<file path="config.mk">
export PLATFORM = sky130hd
export DESIGN_NAME = upi_pay_gateway
export DESIGN_NICKNAME = d
export VERILOG_FILES = /design/src/rtl/upi_pay_gateway.sv
export SDC_FILE = /design/constraint.sdc
export NUM_CORES = 1
export LEC_CHECK = 0
export BUFFER_PORTS_ARGS = -buffer_cell sky130_fd_sc_hd__buf_2
export CAP_MARGIN = 0
export CORE_MARGIN = 4
export CORE_UTILIZATION = 45
export CTS_BUF_LIST = sky130_fd_sc_hd__clkbuf_2 sky130_fd_sc_hd__clkbuf_4 sky130_fd_sc_hd__clkbuf_8
export DETAILED_ROUTE_END_ITERATION = 7
export PLACE_DENSITY = 0.7
export SYNTH_ARGS = -nofsm -noshare
export SYNTH_HDL_FRONTEND = slang
export SYNTH_SLANG_ARGS = --single-unit
</file>
<file path="constraint.sdc">
create_clock -name clk -period 2.55 [get_ports clk]
set_input_delay 0.3825 -clock clk [delete_from_list [all_inputs] [get_ports clk]]
set_output_delay 0.3825 -clock clk [all_outputs]
set_load 0.01 [all_outputs]
</file>
<file path="src/rtl/upi_pay_gateway.sv">
// ============================================================================
// Module   : upi_pay_gateway
// Purpose  : UPI payment responder for the vending controller. It accepts a
//            priced request, shows a QR prompt, and waits for a bank credit.
//            Bad credits are retried, and timeout and cancel are enforced.
//            The optional overpayment refund is built with OVERPAY_REFUND_EN.
// Revision : 1.0  initial release
// ============================================================================
`default_nettype none

module upi_pay_gateway #(
  parameter int AMT_W          = 8,
  parameter int TIMEOUT_CYCLES = 200,
  parameter int MAX_RETRY      = 2
) (
  input  logic             clk,
  input  logic             rst_n,
  input  logic             pay_req,
  input  logic [AMT_W-1:0] amount,
  input  logic             cancel,
  input  logic             bank_ack_valid,
  input  logic             bank_ack_ok,
  input  logic [AMT_W-1:0] bank_ack_amt,
  output logic             qr_valid,
  output logic [AMT_W-1:0] qr_amount,
  output logic             busy,
  output logic             pay_done,
  output logic             pay_fail,
  output logic [1:0]       fail_code,
  output logic [7:0]       txn_id
`ifdef OVERPAY_REFUND_EN
  ,
  output logic             refund_valid,
  output logic [AMT_W-1:0] refund_amt
`endif
);

  localparam int c_TMR_W = $clog2(TIMEOUT_CYCLES + 1);
  localparam int c_RTY_W = (MAX_RETRY < 1) ? 1 : $clog2(MAX_RETRY + 1);

  localparam logic [c_TMR_W-1:0] c_TMR_LAST = c_TMR_W'(TIMEOUT_CYCLES - 1);
  localparam logic [c_RTY_W-1:0] c_RTY_MAX  = c_RTY_W'(MAX_RETRY);

  localparam logic [1:0] c_IDLE = 2'd0;
  localparam logic [1:0] c_WAIT = 2'd1;
  localparam logic [1:0] c_DONE = 2'd2;
  localparam logic [1:0] c_FAIL = 2'd3;

  localparam logic [1:0] c_CODE_NONE    = 2'd0;
  localparam logic [1:0] c_CODE_TIMEOUT = 2'd1;
  localparam logic [1:0] c_CODE_RETRY   = 2'd2;
  localparam logic [1:0] c_CODE_CANCEL  = 2'd3;

  logic [1:0]         r_state;
  logic               r_pay_req_q;
  logic [AMT_W-1:0]   r_amt;
  logic [c_TMR_W-1:0] r_timer;
  logic [c_RTY_W-1:0] r_retry;
  logic [1:0]         r_fail_code;
  logic [7:0]         r_txn_id;

  logic w_accept;
  logic w_ack_good;

  assign w_accept = pay_req & ~r_pay_req_q & (r_state == c_IDLE);

`ifdef OVERPAY_REFUND_EN
  logic [AMT_W-1:0] r_refund_amt;

  // Overpayment still completes the sale; the excess is reported as a refund.
  assign w_ack_good = bank_ack_valid & bank_ack_ok & (bank_ack_amt >= r_amt);
`else
  assign w_ack_good = bank_ack_valid & bank_ack_ok & (bank_ack_amt == r_amt);
`endif

  always_ff @(posedge clk or negedge rst_n) begin
    if (!rst_n) begin
      r_state     <= c_IDLE;
      r_pay_req_q <= 1'b0;
      r_amt       <= '0;
      r_timer     <= '0;
      r_retry     <= '0;
      r_fail_code <= c_CODE_NONE;
      r_txn_id    <= 8'd0;
`ifdef OVERPAY_REFUND_EN
      r_refund_amt <= '0;
`endif
    end else begin
      // Edge register tracks pay_req in every state so a held level never retriggers.
      r_pay_req_q <= pay_req;
      case (r_state)
        c_IDLE: begin
          if (w_accept) begin
            r_txn_id <= r_txn_id + 8'd1;
`ifdef OVERPAY_REFUND_EN
            r_refund_amt <= '0;
`endif
            if (amount != '0) begin
              r_amt       <= amount;
              r_timer     <= '0;
              r_retry     <= '0;
              r_fail_code <= c_CODE_NONE;
              r_state     <= c_WAIT;
            end else begin
              r_fail_code <= c_CODE_CANCEL;
              r_state     <= c_FAIL;
            end
          end
        end
        c_WAIT: begin
          r_timer <= r_timer + 1'b1;
          if (w_ack_good) begin
`ifdef OVERPAY_REFUND_EN
            r_refund_amt <= bank_ack_amt - r_amt;
`endif
            r_state <= c_DONE;
          end else if (cancel) begin
            r_fail_code <= c_CODE_CANCEL;
            r_state     <= c_FAIL;
          end else if (bank_ack_valid) begin
            if (r_retry == c_RTY_MAX) begin
              r_fail_code <= c_CODE_RETRY;
              r_state     <= c_FAIL;
            end else begin
              r_retry <= r_retry + 1'b1;
              r_timer <= '0;
            end
          end else if (r_timer == c_TMR_LAST) begin
            r_fail_code <= c_CODE_TIMEOUT;
            r_state     <= c_FAIL;
          end
        end
        default: r_state <= c_IDLE;
      endcase
    end
  end

  assign busy      = (r_state != c_IDLE);
  assign qr_valid  = (r_state == c_WAIT);
  assign qr_amount = qr_valid ? r_amt : '0;
  assign pay_done  = (r_state == c_DONE);
  assign pay_fail  = (r_state == c_FAIL);
  assign fail_code = r_fail_code;
  assign txn_id    = r_txn_id;

`ifdef OVERPAY_REFUND_EN
  assign refund_valid = pay_done & (r_refund_amt != '0);
  assign refund_amt   = r_refund_amt;
`endif

endmodule

`default_nettype wire

</file>
Word-level counts from Yosys, hierarchy flattened
Cells that the tools add are included.
{"block": "word_totals", "output_inout_bits": 22, "ff_bits": 31, "word_cells": 72}
{"block": "op_classes", "n_eq_ne": 16, "reduce_logical": 10, "addsub": 3, "bitwise_logic": 5, "n_mux": 31}
{"operator": "2-to-1 mux 8 bit", "count": 7}
{"operator": "2-to-1 mux 2 bit", "count": 20}
{"operator": "adder 8 x 1 -> 8 bit, second input constant", "count": 2}
{"operator": "one-hot mux 8 bit (2 select lines)", "count": 1}
{"operator": "one-hot mux 2 bit (2 select lines)", "count": 3}
{"operator": "inequality test 2 bit, second input constant", "count": 5}
{"operator": "inequality test 5 x 3 -> 1 bit, second input constant", "count": 2}
{"operator": "AND reduction 3 bit", "count": 3}
{"operator": "equality test 8 bit", "count": 1}
{"operator": "equality test 8 bit, second input constant", "count": 1}
{"operator": "inequality test 4 x 3 -> 1 bit, second input constant", "count": 2}
{"operator": "nonzero test 8 bit", "count": 1}
{"operator": "AND reduction 7 bit", "count": 1}
{"operator": "equality test 2 bit, second input constant", "count": 3}
{"operator": "AND reduction 5 bit", "count": 1}
{"operator": "bitwise AND 1 bit", "count": 4}
{"operator": "nonzero test 2 bit", "count": 2}
{"operator": "adder 2 x 1 -> 2 bit, second input constant", "count": 1}
{"operator": "equality test 2 x 1 -> 1 bit, second input constant", "count": 1}
{"operator": "zero test 2 bit", "count": 1}
{"operator": "inequality test 2 x 1 -> 1 bit, second input constant", "count": 1}
{"operator": "AND reduction 2 bit", "count": 1}
{"operator": "NOT 1 bit", "count": 1}

Depth between registers and ports, before layout
Gate-level depths: netlist of run 1.
{"block": "depth", "ltp_word": 6, "ltp_mapped": 6, "mapped_depth_nobuf": 6}

Least setup slack after synthesis of run 1
OpenSTA, ideal clock, no wires.
{"block": "synth_path", "path_kind": "register to register", "from": "register r_timer[0]", "to": "register r_fail_code[0] (netlist: fail_code[0])", "stages_incl_launch_ff": 7, "setup_slack_ns": 0.726, "arrival_ns": 1.699, "setup_ns": 0.125, "path_cell_list": "dfrtp_1 -> ha_1 -> and4b_1 -> a221oi_1 -> nor2_1 -> a21oi_1 -> mux2_2"}
{"block": "synth_via", "elab_chain_len": 3}
{"item": "start, declared", "line_no": "57", "text": "logic [c_TMR_W-1:0] r_timer;"}
{"item": "start signal, assigned", "line_no": "111", "text": "r_timer <= r_timer + 1'b1;"}
{"item": "equality test 8 bit", "line_no": "128", "text": "end else if (r_timer == c_TMR_LAST) begin"}
{"item": "inequality test 4 x 3 -> 1 bit (no source line)"}
{"item": "AND reduction 5 bit (no source line)"}
{"item": "end signal, assigned", "line_no": "118", "text": "r_fail_code <= c_CODE_CANCEL;"}
{"item": "end signal, assigned", "line_no": "122", "text": "r_fail_code <= c_CODE_RETRY;"}
{"item": "end signal, assigned", "line_no": "129", "text": "r_fail_code <= c_CODE_TIMEOUT;"}
{"item": "end, declared", "line_no": "59", "text": "logic [1:0] r_fail_code;"}
Every way passes these cells.
A chain may end at the register's enable or synchronous reset.

Worst setup path in the final report of run 1
{"block": "layout_path", "from": "register r_amt[6]", "to": "register r_timer[6]"}
{"block": "layout_via", "elab_chain_len": 4}
{"item": "start, declared", "line_no": "56", "text": "logic [AMT_W-1:0] r_amt;"}
{"item": "start signal, assigned", "line_no": "99", "text": "r_amt <= amount;"}
{"item": "equality test 8 bit", "line_no": "73", "text": "assign w_ack_good = bank_ack_valid & bank_ack_ok & (bank_ack_amt == r_amt);"}
{"item": "bitwise AND 1 bit", "line_no": "73"}
{"item": "2-to-1 mux 8 bit", "line_no": "112", "text": "if (w_ack_good) begin"}
{"item": "one-hot mux 8 bit (2 select lines)", "line_no": "91", "text": "case (r_state)"}
Every way passes these cells.

==> results of run 1 <==
[sequential cells by signal, summed over array words and instances (netlist names)]
name,cells
fail_code,2
txn_id,8
r_state,2
r_amt,8
r_retry,2
r_pay_req_q,1
r_timer,8
[layout by cell type (no fill, tap or decap), drive strengths merged, types with 2 or more instances in the layout]
| cell type | Yosys | layout |
|---|---|---|
| or3 | 2 | 2 |
| clkbuf | 3 | 8 |
| and2 | 13 | 13 |
| nor4b | 2 | 2 |
| nand3 | 9 | 9 |
| o21ai | 3 | 3 |
| or4 | 2 | 2 |
| nor2 | 10 | 10 |
| buf | 1 | 45 |
| a2111oi | 5 | 5 |
| ha | 3 | 3 |
| mux2 | 11 | 11 |
| nand2 | 5 | 5 |
| xor2 | 3 | 3 |
| nor2b | 2 | 2 |
| nor3 | 4 | 4 |
| inv | 4 | 4 |
| a221o | 5 | 5 |
| xnor2 | 12 | 12 |
| nand2b | 3 | 3 |
| a21oi | 2 | 2 |
| nand4 | 5 | 5 |
| dfrtp | 31 | 31 |
| a221oi | 2 | 2 |
| a21o | 2 | 2 |
[worst paths after layout]
kind,from,end,slack (ps),depth (start not counted)
max,r_amt[6]$_DFFE_PN0P_,r_timer[6]$_DFFE_PN0P_,550,5
min,rst_n,r_amt[5]$_DFFE_PN0P_,150,1
max reg2reg,r_amt[6]$_DFFE_PN0P_,r_timer[6]$_DFFE_PN0P_,550,5
min reg2reg,txn_id[7]$_DFFE_PN0P_,txn_id[7]$_DFFE_PN0P_,490,1
max in group asynchronous,rst_n,txn_id[3]$_DFFE_PN0P_,1950,1
min in group clk,pay_req,r_pay_req_q$_DFF_PN0_,250,1
[through the flow]
step                      std cells  area, µm²
after floorplan                 153       1688
after global placement          240       1953
after detailed placement        240       1953
after CTS                       248       2057
after global routing            248       2057
final                           248       2057
[area by class of cell]
type                    instances  area (µm²)
inverters                       4       15.01
flip-flops and latches         31       775.7
fillers                       321        1411
well taps                      46       57.56
multi-input cells             114       874.6
repair buffers                 45       230.2
clock buffers                   8       103.9
[routing by layer]
layer / share of wire, % / vias to the layer above
met5: 0 / -
met4: 2.0 / 0
met3: 3.6 / 9
met2: 52 / 31
met1: 42 / 657
li1: - / 658
[power by group through the flow]
stage	Sequential (mW)	Combinational [mW]	Clock, mW
after floorplan	0.825	0.589	0
after global placement	0.843	0.842	0
after detailed placement	0.851	0.878	0
after CTS	0.848	0.878	0.441
after global routing	0.879	0.957	0.473
final	0.849	0.866	0.434
[cell families after synthesis]
logic type | synth area share (%)
buf+inv | 2.224
simple gates | 22.24
compound gates | 12.23
mux | 7.339
fa+ha+maj | 2.224
xor+xnor | 7.784
flops | 45.96
==> impl_metrics.env, run 1 <==
export IMPL_status="completed"
export IMPL_cp_slowest_cell="o21ai_1"
export IMPL_worst_slack_ps=547.2
export IMPL_hold_viol=0
export IMPL_first_iter_violations=90
export IMPL_ir_drop_uv=560.6
export IMPL_worst_skew_pair_late_latency_ps=280
export IMPL_tightest_slew_ps=702.4
export IMPL_synth_top_area_share_pct=45.96
export IMPL_dieArea_um2=4795
export IMPL_clkTransAtPathRegs_ps=70
export IMPL_synth_seq_cells=31
export IMPL_crit_family="compound AO/OA/AOI/OAI gates"
export IMPL_dieWidth_um=69.25
export IMPL_syn_nets=178
export IMPL_cts_max_level=2
export IMPL_crit_chain="xnor2_1 -> nand3_1 -> or3_4 -> o21ai_1 -> a221o_1"
export IMPL_p_switching_mw=0.8060
export IMPL_cts_sink_count=31
export IMPL_ys_async_sr_fraction_pct=100.0
export IMPL_place_gp_congestion=0.8571
export IMPL_yosysUniqueCellTypes=42
export IMPL_grt_pass1_wl_um=6886
export IMPL_yosysMostFrequentCell="dfrtp_1"
export IMPL_synth_top_area_cell="dfrtp_1"
export IMPL_setup_tns_ps=0
export IMPL_syn_inst=153
export IMPL_ant_nets=0
export IMPL_grt_use_met3_pct=3.768
export IMPL_vias=1355
export IMPL_cp_slowest_stage_delay_ps=510
export IMPL_cp_max_fo=12
export IMPL_drive_gt1_share_pct=35.15
export IMPL_drt_pass1_iterations=4
export IMPL_synthTopCellsByCount="31 x dfrtp_1, 13 x and2_1, 12 x xnor2_1, 10 x mux2_2, 9 x nand3_1"
export IMPL_cp_start_kind="flop"
export IMPL_wl_per_cell_um=15.95
export IMPL_cts_buffers=5
export IMPL_timing_fmax_mhz=499.3
export IMPL_post_route_period_util_pct=78.54
export IMPL_hold_path_class="in2async"
export IMPL_postSynthAreaPerCell_um2=11.03
export IMPL_holdBufCountCts=0
export IMPL_area_growth_pct=21.87
export IMPL_cts_buffer_depth=2
export IMPL_pin_count=44
export IMPL_grt_usage_pct=17.78
export IMPL_comb_power_share_pct=40.3
export IMPL_clockPowerShare_pct=20.2
export IMPL_cts_root_buf="clkbuf_8"
export IMPL_via_per_inst=5.464
export IMPL_use_met2_pct=30.30
export IMPL_seq_area_frac_synth_pct=45.96
export IMPL_grt_ovfl_total=0
export IMPL_ys_top_cells_by_area="dfrtp_1 46%, mux2_2 6.7%, xnor2_1 6.2%"
export IMPL_cp_required_ps=2770
export IMPL_rsz0062_at_grt="no"
export IMPL_busiest_layer="met2"
export IMPL_yosys_warnings=0
export IMPL_port_buffers=43
export IMPL_antenna_found_initial=0
export IMPL_setup_viol=0
export IMPL_layout_min_cycle_time_ps=2003
export IMPL_start_util_pct=48.67
export IMPL_core_area_um2=3468
export IMPL_power_density_nw_per_um2=1045
export IMPL_endpoint_kind="flop"
export IMPL_power_frac_seq_pct=39.5
export IMPL_grt_pass1_vias=1452
export IMPL_post_cts_setup_buffers=0
export IMPL_ctsResizeCount=0
export IMPL_fp_row_count=21
export IMPL_utilization_pct=59.31
export IMPL_synthesis_area_um2=1688
export IMPL_maxCapViolCount=0
export IMPL_dp_slack_ps=499.3
export IMPL_cts_tree="done"
export IMPL_finalHoldWorstSlack_ps=146.8
export IMPL_crit_buf_inv=0
export IMPL_drc_errors=0
export IMPL_drv_slew=0
export IMPL_use_met1_pct=21.58
export IMPL_path_class="reg2reg"
export IMPL_grt_max_degree=32
export IMPL_p_leak_nw=0.9516
export IMPL_synth_edff_count=0
export IMPL_die_h_um=69.25
export IMPL_worstPathArrival_ps=2220
export IMPL_power_mw=2.149
export IMPL_internal_power_mw=1.343
export IMPL_nets=226
export IMPL_antenna_cells=0
export IMPL_fin_skew_ps=6.417
export IMPL_synthFlopType="dfrtp_1"
export IMPL_switching_share_pct=37.51
export IMPL_slew_headroom_pct=53.18
export IMPL_wl_um=3955
export IMPL_dp_hpwl_um=2937
No activity file was read; power rests on OpenSTA's default activity.
==> inputs of run 2 (changes only) <==
==> constraint.sdc (replaced) <==
create_clock -name clk -period 1.9 [get_ports clk]
set_input_delay 0.285 -clock clk [delete_from_list [all_inputs] [get_ports clk]]
set_output_delay 0.285 -clock clk [all_outputs]
set_load 0.01 [all_outputs]
==> run 2 against run 1 <==
Against the previous run:
- routed wire length down 1.3%
- global-route usage is 0.38 points lower
- maximum frequency rose by 10%
- setup slack lost 470 ps
- critical path depth unchanged
- core utilization grew 3.0 points
- critical endpoint is now r_timer[5]$_DFFE_PN0P_
- sequential power up 32%
- final area up 5.0%
- die area unchanged
- sequential share of layout area shrank 1.8 points
- first-iteration DRC count down 24%
- clock power is 34% higher
==> impl_metrics.env, run 2 (synthesized netlist as in run 1, its figures left out) <==
export IMPL_status="completed"
export IMPL_area_growth_pct=28.02
export IMPL_cts_buffers=5
export IMPL_power_density_nw_per_um2=1388
export IMPL_grt_pass1_wl_um=6720
export IMPL_dieWidth_um=69.25
export IMPL_layout_common_cells="43 x buf_2, 31 x dfrtp_1, 13 x and2_1, 13 x buf_4, 12 x xnor2_1"
export IMPL_switching_share_pct=36.96
export IMPL_cts_root_buf="clkbuf_8"
export IMPL_dp_hpwl_um=2968
export IMPL_p_switching_mw=1.108
export IMPL_layout_min_cycle_time_ps=1818
export IMPL_fin_skew_ps=6.736
export IMPL_cp_required_ps=2120
export IMPL_path_class="reg2reg"
export IMPL_clockPowerShare_pct=19.4
export IMPL_rsz0062_at_grt="yes"
export IMPL_vias=1377
export IMPL_power_frac_seq_pct=37.3
export IMPL_cp_start_kind="flop"
export IMPL_reg2reg_depth=5
export IMPL_dp_slack_ps=48.10
export IMPL_grt_max_degree=32
export IMPL_die_h_um=69.25
export IMPL_maxCapViolCount=0
export IMPL_fp_row_count=21
export IMPL_post_route_period_util_pct=95.69
export IMPL_placed_cells=250
export IMPL_crit_start="r_amt[4]$_DFFE_PN0P_"
export IMPL_grt_pass1_vias=1392
export IMPL_cp_endpoint="r_timer[5]$_DFFE_PN0P_"
export IMPL_slew_headroom_pct=53.80
export IMPL_hold_viol=0
export IMPL_p_leak_nw=1.012
export IMPL_wl_per_cell_um=15.08
export IMPL_hold_path_class="in2async"
export IMPL_worst_slack_ps=81.85
export IMPL_wl_um=3905
export IMPL_timing_fmax_mhz=550.0
export IMPL_setup_tns_ps=0
export IMPL_via_per_inst=5.317
export IMPL_ant_nets=0
export IMPL_port_buffers=43
export IMPL_antenna_found_initial=0
export IMPL_nets=237
export IMPL_comb_power_share_pct=43.3
export IMPL_place_gp_congestion=0.7801
export IMPL_cp_max_fo=11
export IMPL_antenna_cells=0
export IMPL_internal_power_mw=1.890
export IMPL_grt_ovfl_total=0
export IMPL_clkTransAtPathRegs_ps=70
export IMPL_endpoint_kind="flop"
export IMPL_cts_buffer_depth=2
export IMPL_start_util_pct=48.67
export IMPL_drv_slew=0
export IMPL_dieArea_um2=4795
export IMPL_pin_count=44
export IMPL_first_iter_violations=68
export IMPL_worst_skew_pair_late_latency_ps=280
export IMPL_final_common_cell="buf_2"
export IMPL_core_area_um2=3468
export IMPL_rrSetupSlack_ps=80
export IMPL_drc_errors=0
export IMPL_cts_max_level=2
export IMPL_cts_tree="done"
export IMPL_setup_viol=0
export IMPL_grt_usage_pct=17.40
export IMPL_reg2reg_to="r_timer[5]$_DFFE_PN0P_"
export IMPL_worstPathArrival_ps=2040
export IMPL_tightest_slew_ps=693.0
export IMPL_drt_pass1_iterations=4
export IMPL_cts_sink_count=31
export IMPL_fin_cells=259
export IMPL_ir_drop_uv=708.2
export IMPL_drive_gt1_share_pct=40.38
export IMPL_r2r_start="r_amt[4]$_DFFE_PN0P_"
## run 2: cell types whose count changed in the layout (fill, tap and decap cells not counted), sizes merged
cell  change
buf      +11
## run 2: metrics by stage
step	utilization [%]	hold WS [ps]	power, mW	area [µm²]
after global routing	62.30	114.3	3.220	2161
after floorplan	-	-10.59	1.899	1688
after detailed placement	58.48	372.2	2.420	2028
final	62.30	40.54	2.998	2161
after global placement	58.48	351.6	2.358	2028
after CTS	61.47	68.11	3.008	2132
## run 2: power by group through the flow
stage	Sequential (mW)	Clock [mW]	Combinational, mW
2_1_floorplan	1.11	0	0.791
6_report	1.12	0.580	1.30
3_3_place_gp	1.11	0	1.25
5_1_grt	1.16	0.621	1.44
4_1_cts	1.12	0.592	1.30
3_5_place_dp	1.13	0	1.29
## run 2: how the worst min path moves through the flow
stage                from                  endpoint
floorplan           rst_n  fail_code[0]$_DFFE_PN0P_
global placement    rst_n      r_amt[6]$_DFFE_PN0P_
detailed placement  rst_n      r_amt[6]$_DFFE_PN0P_
CTS                 rst_n      r_amt[6]$_DFFE_PN0P_
global route        rst_n      r_amt[6]$_DFFE_PN0P_
finish              rst_n      r_amt[6]$_DFFE_PN0P_
## run 2: cell type report
| type | count | area, µm² |
|---|---|---|
| repair buffers | 56 | 312.8 |
| fillers | 316 | 1308 |
| multi-input cells | 114 | 895.9 |
| clock buffers | 8 | 103.9 |
| flip-flops and latches | 31 | 775.7 |
| well taps | 46 | 57.56 |
| inverters | 4 | 15.01 |
## run 2: layer usage
layer / up-vias / GRT usage (%) / routed length [µm]
met1: 667 / 21.36 / 1727
met5: - / 0 / 0
li1: 677 / - / -
met3: 7 / 3.623 / 125
met4: 0 / 5.857 / 57
met2: 26 / 30.19 / 1994
## run 2: repair_timing
item,in CTS,in global routing
hold buffers,0,0
setup endpoints to repair,0,7
gates resized for setup,0,5
buffers inserted,0,1
## run 2: critical path: stages, from the launching register on
cell,delay [ps]
dfrtp_1,410
xnor2_1,160
nand3_1,110
or3_4,470
a2111oi_1,440
a221o_1,170
==> inputs of run 3 (changes only) <==
--- a/config.mk
+++ b/config.mk
@@ -11,7 +11,8 @@
 export CORE_UTILIZATION = 45
 export CTS_BUF_LIST = sky130_fd_sc_hd__clkbuf_2 sky130_fd_sc_hd__clkbuf_4 sky130_fd_sc_hd__clkbuf_8
 export DETAILED_ROUTE_END_ITERATION = 7
-export PLACE_DENSITY = 0.7
+export PLACE_DENSITY = 0.71
+export SETUP_SLACK_MARGIN = 0.3
 export SYNTH_ARGS = -nofsm -noshare
 export SYNTH_HDL_FRONTEND = slang
 export SYNTH_SLANG_ARGS = --single-unit
==> run 3 against run 2 <==
Against the previous run:
- the run now ends with setup timing left
- via count rose by 9.2%
- sequential share of layout area fell by 3.2 points
- routed wire length rose by 20%
- largest cell class unchanged
- setup slack got worse by 99 ps
- global-route usage rose by 1.6 points
- clock skew rose by 4.0 ps
- sequential power barely moved
==> impl_metrics.env, run 3 (synthesized netlist as in run 1, its figures left out) <==
export IMPL_port_buffers=43
export IMPL_pin_count=44
export IMPL_grt_max_degree=32
export IMPL_path_class="reg2reg"
export IMPL_cts_buffers=5
export IMPL_status="finished with violations"
export IMPL_rsz0062_at_grt="yes"
export IMPL_cts_root_buf="clkbuf_8"
export IMPL_comb_power_share_pct=50.7
export IMPL_finalHoldWorstSlack_ps=30.82
export IMPL_power_frac_seq_pct=33.5
export IMPL_internal_power_mw=2.087
export IMPL_p_switching_mw=1.283
export IMPL_setup_tns_ps=-16.67
export IMPL_drc_errors=0
export IMPL_grt_usage_pct=18.97
export IMPL_ant_nets=0
export IMPL_power_density_nw_per_um2=1415
export IMPL_hold_viol=0
export IMPL_antenna_found_initial=0
export IMPL_cp_start_kind="flop"
export IMPL_setup_viol=1
export IMPL_layout_common_cells="39 x buf_2, 29 x dfrtp_1, 18 x buf_4, 12 x xnor2_1"
export IMPL_vias=1504
export IMPL_worstPathArrival_ps=2150
export IMPL_switching_share_pct=38.07
export IMPL_dieArea_um2=4795
export IMPL_reg2reg_depth=5
export IMPL_first_iter_violations=99
export IMPL_via_per_inst=5.570
export IMPL_p_leak_nw=1.088
export IMPL_dieWidth_um=69.25
export IMPL_cts_max_level=2
export IMPL_cp_required_ps=2130
export IMPL_cp_slowest_cell="or3_4"
export IMPL_cp_max_fo=6
export IMPL_antenna_cells=0
export IMPL_cp_slowest_stage_delay_ps=460
export IMPL_hold_path_class="in2async"
export IMPL_worst_skew_pair_late_latency_ps=290
export IMPL_endpoint_kind="flop"
export IMPL_grt_pass1_vias=1522
export IMPL_post_route_period_util_pct=100.9
export IMPL_cts_tree="done"
export IMPL_nets=248
export IMPL_worst_slack_ps=-16.67
export IMPL_layout_min_cycle_time_ps=1917
export IMPL_place_gp_congestion=0.7937
export IMPL_slew_headroom_pct=53.98
export IMPL_nFillCells=254
export IMPL_multi_input_area_um2=1008
export IMPL_final_common_cell="buf_2"
export IMPL_timing_fmax_mhz=521.7
export IMPL_die_h_um=69.25
export IMPL_cts_sink_count=31
export IMPL_fp_row_count=21
export IMPL_grt_ovfl_total=0
export IMPL_core_area_um2=3468
export IMPL_clkTransAtPathRegs_ps=70
export IMPL_wl_per_cell_um=17.29
export IMPL_power_mw=3.370
export IMPL_tightest_slew_ps=690.2
export IMPL_grt_pass1_wl_um=7314
export IMPL_wl_um=4668
export IMPL_drt_pass1_iterations=4
export IMPL_drv_slew=0
export IMPL_drive_gt1_share_pct=50.45
export IMPL_failed_checks="setup timing"
export IMPL_ir_drop_uv=744.5
export IMPL_start_util_pct=48.67
export IMPL_fin_skew_ps=10.73
export IMPL_utilization_pct=68.69
export IMPL_area_growth_pct=41.14
export IMPL_crit_chain="xnor2_1 -> nand4_1 -> or3_4 -> a2111oi_2 -> a221o_1"
export IMPL_dp_hpwl_um=3057
export IMPL_cts_buffer_depth=2
export IMPL_maxCapViolCount=0
export IMPL_clockPowerShare_pct=15.8
export IMPL_register_area_um2=778.2
-- run 3: cell types whose count changed in the layout (fill, tap and decap cells not counted), moves of 3 or more --
cell	delta
buf_4	+5
and2_1	-4
a2111oi_1	-3
buf_6	+9
and2_4	+4
buf_2	-4
-- run 3: path summary, 6_finish.rpt --
kind / end / slack (ps) / startpoint
worst max register to register: r_timer[2]$_DFFE_PN0P_ / -20 / r_amt[7]$_DFFE_PN0P_
worst min-delay path: r_retry[1]$_DFFE_PN0P_ / 30 / rst_n
max in group asynchronous: r_state[0]$_DFFE_PN0P_ / 1370 / rst_n
min in group clk: r_pay_req_q$_DFF_PN0_ / 160 / pay_req
worst min register to register: txn_id[7]$_DFFE_PN0P_ / 480 / txn_id[7]$_DFFE_PN0P_
worst max-delay path: r_timer[2]$_DFFE_PN0P_ / -20 / r_amt[7]$_DFFE_PN0P_
-- run 3: metrics by stage --
step / instances / worst slack, ps / area [µm²]
2_1_floorplan: 153 / 209.1 / 1724
3_3_place_gp: 245 / 49.87 / 2027
3_5_place_dp: 245 / -2.108 / 2027
4_1_cts: 265 / 68.58 / 2231
5_1_grt: 270 / -83.98 / 2382
6_report: 270 / -16.67 / 2382
-- run 3: layout make-up --
| class | instances | area share (%) |
|---|---|---|
| Sequential cell | 31 | 32.67 |
| Clock buffer | 7 | 3.519 |
| Multi-Input combinational cell | 115 | 42.33 |
| Clock inverter | 1 | 0.2101 |
| Timing Repair Buffer | 66 | 18.12 |
| Tap cell | 46 | 2.416 |
| Inverter | 4 | 0.7353 |
-- run 3: power by group through the flow --
| stage | clock network, mW | logic [mW] | registers, mW |
|---|---|---|---|
| final | 0.532 | 1.71 | 1.13 |
| after global routing | 0.571 | 1.82 | 1.17 |
| after CTS | 0.535 | 1.49 | 1.12 |
| after detailed placement | 0 | 1.29 | 1.15 |
| after global placement | 0 | 1.24 | 1.13 |
| after floorplan | 0 | 0.840 | 1.11 |
-- run 3: timing repair --
| item | 4_1_cts | 5_1_grt |
|---|---|---|
| pin swaps | 2 | 10 |
| hold endpoints to repair | 0 | 0 |
| setup buffers | 11 | 5 |
| gates cloned | 1 | 0 |
| setup endpoints to repair | 21 | 31 |
| gates resized for setup | 7 | 24 |
| hold buffers | 0 | 0 |
-- run 3: critical path, delay by kind of cell, from the launching register on --
| kind | cells | cell delay, ps |
|---|---|---|
| simple gates | 2 | 660 |
| compound gates | 2 | 600 |
| flops | 1 | 400 |
| xor+xnor | 1 | 200 |
-- run 3: per-layer routing --
layer  track usage (%)  share of wire (%)  wire (µm)  up-vias
li1                  -                  -          -      710
met1             22.62                 40       1884      720
met2             31.57                 51       2371       63
met3             6.087                6.7        312       11
met4             7.592                2.1         99        0
met5                 0                  0          0        -
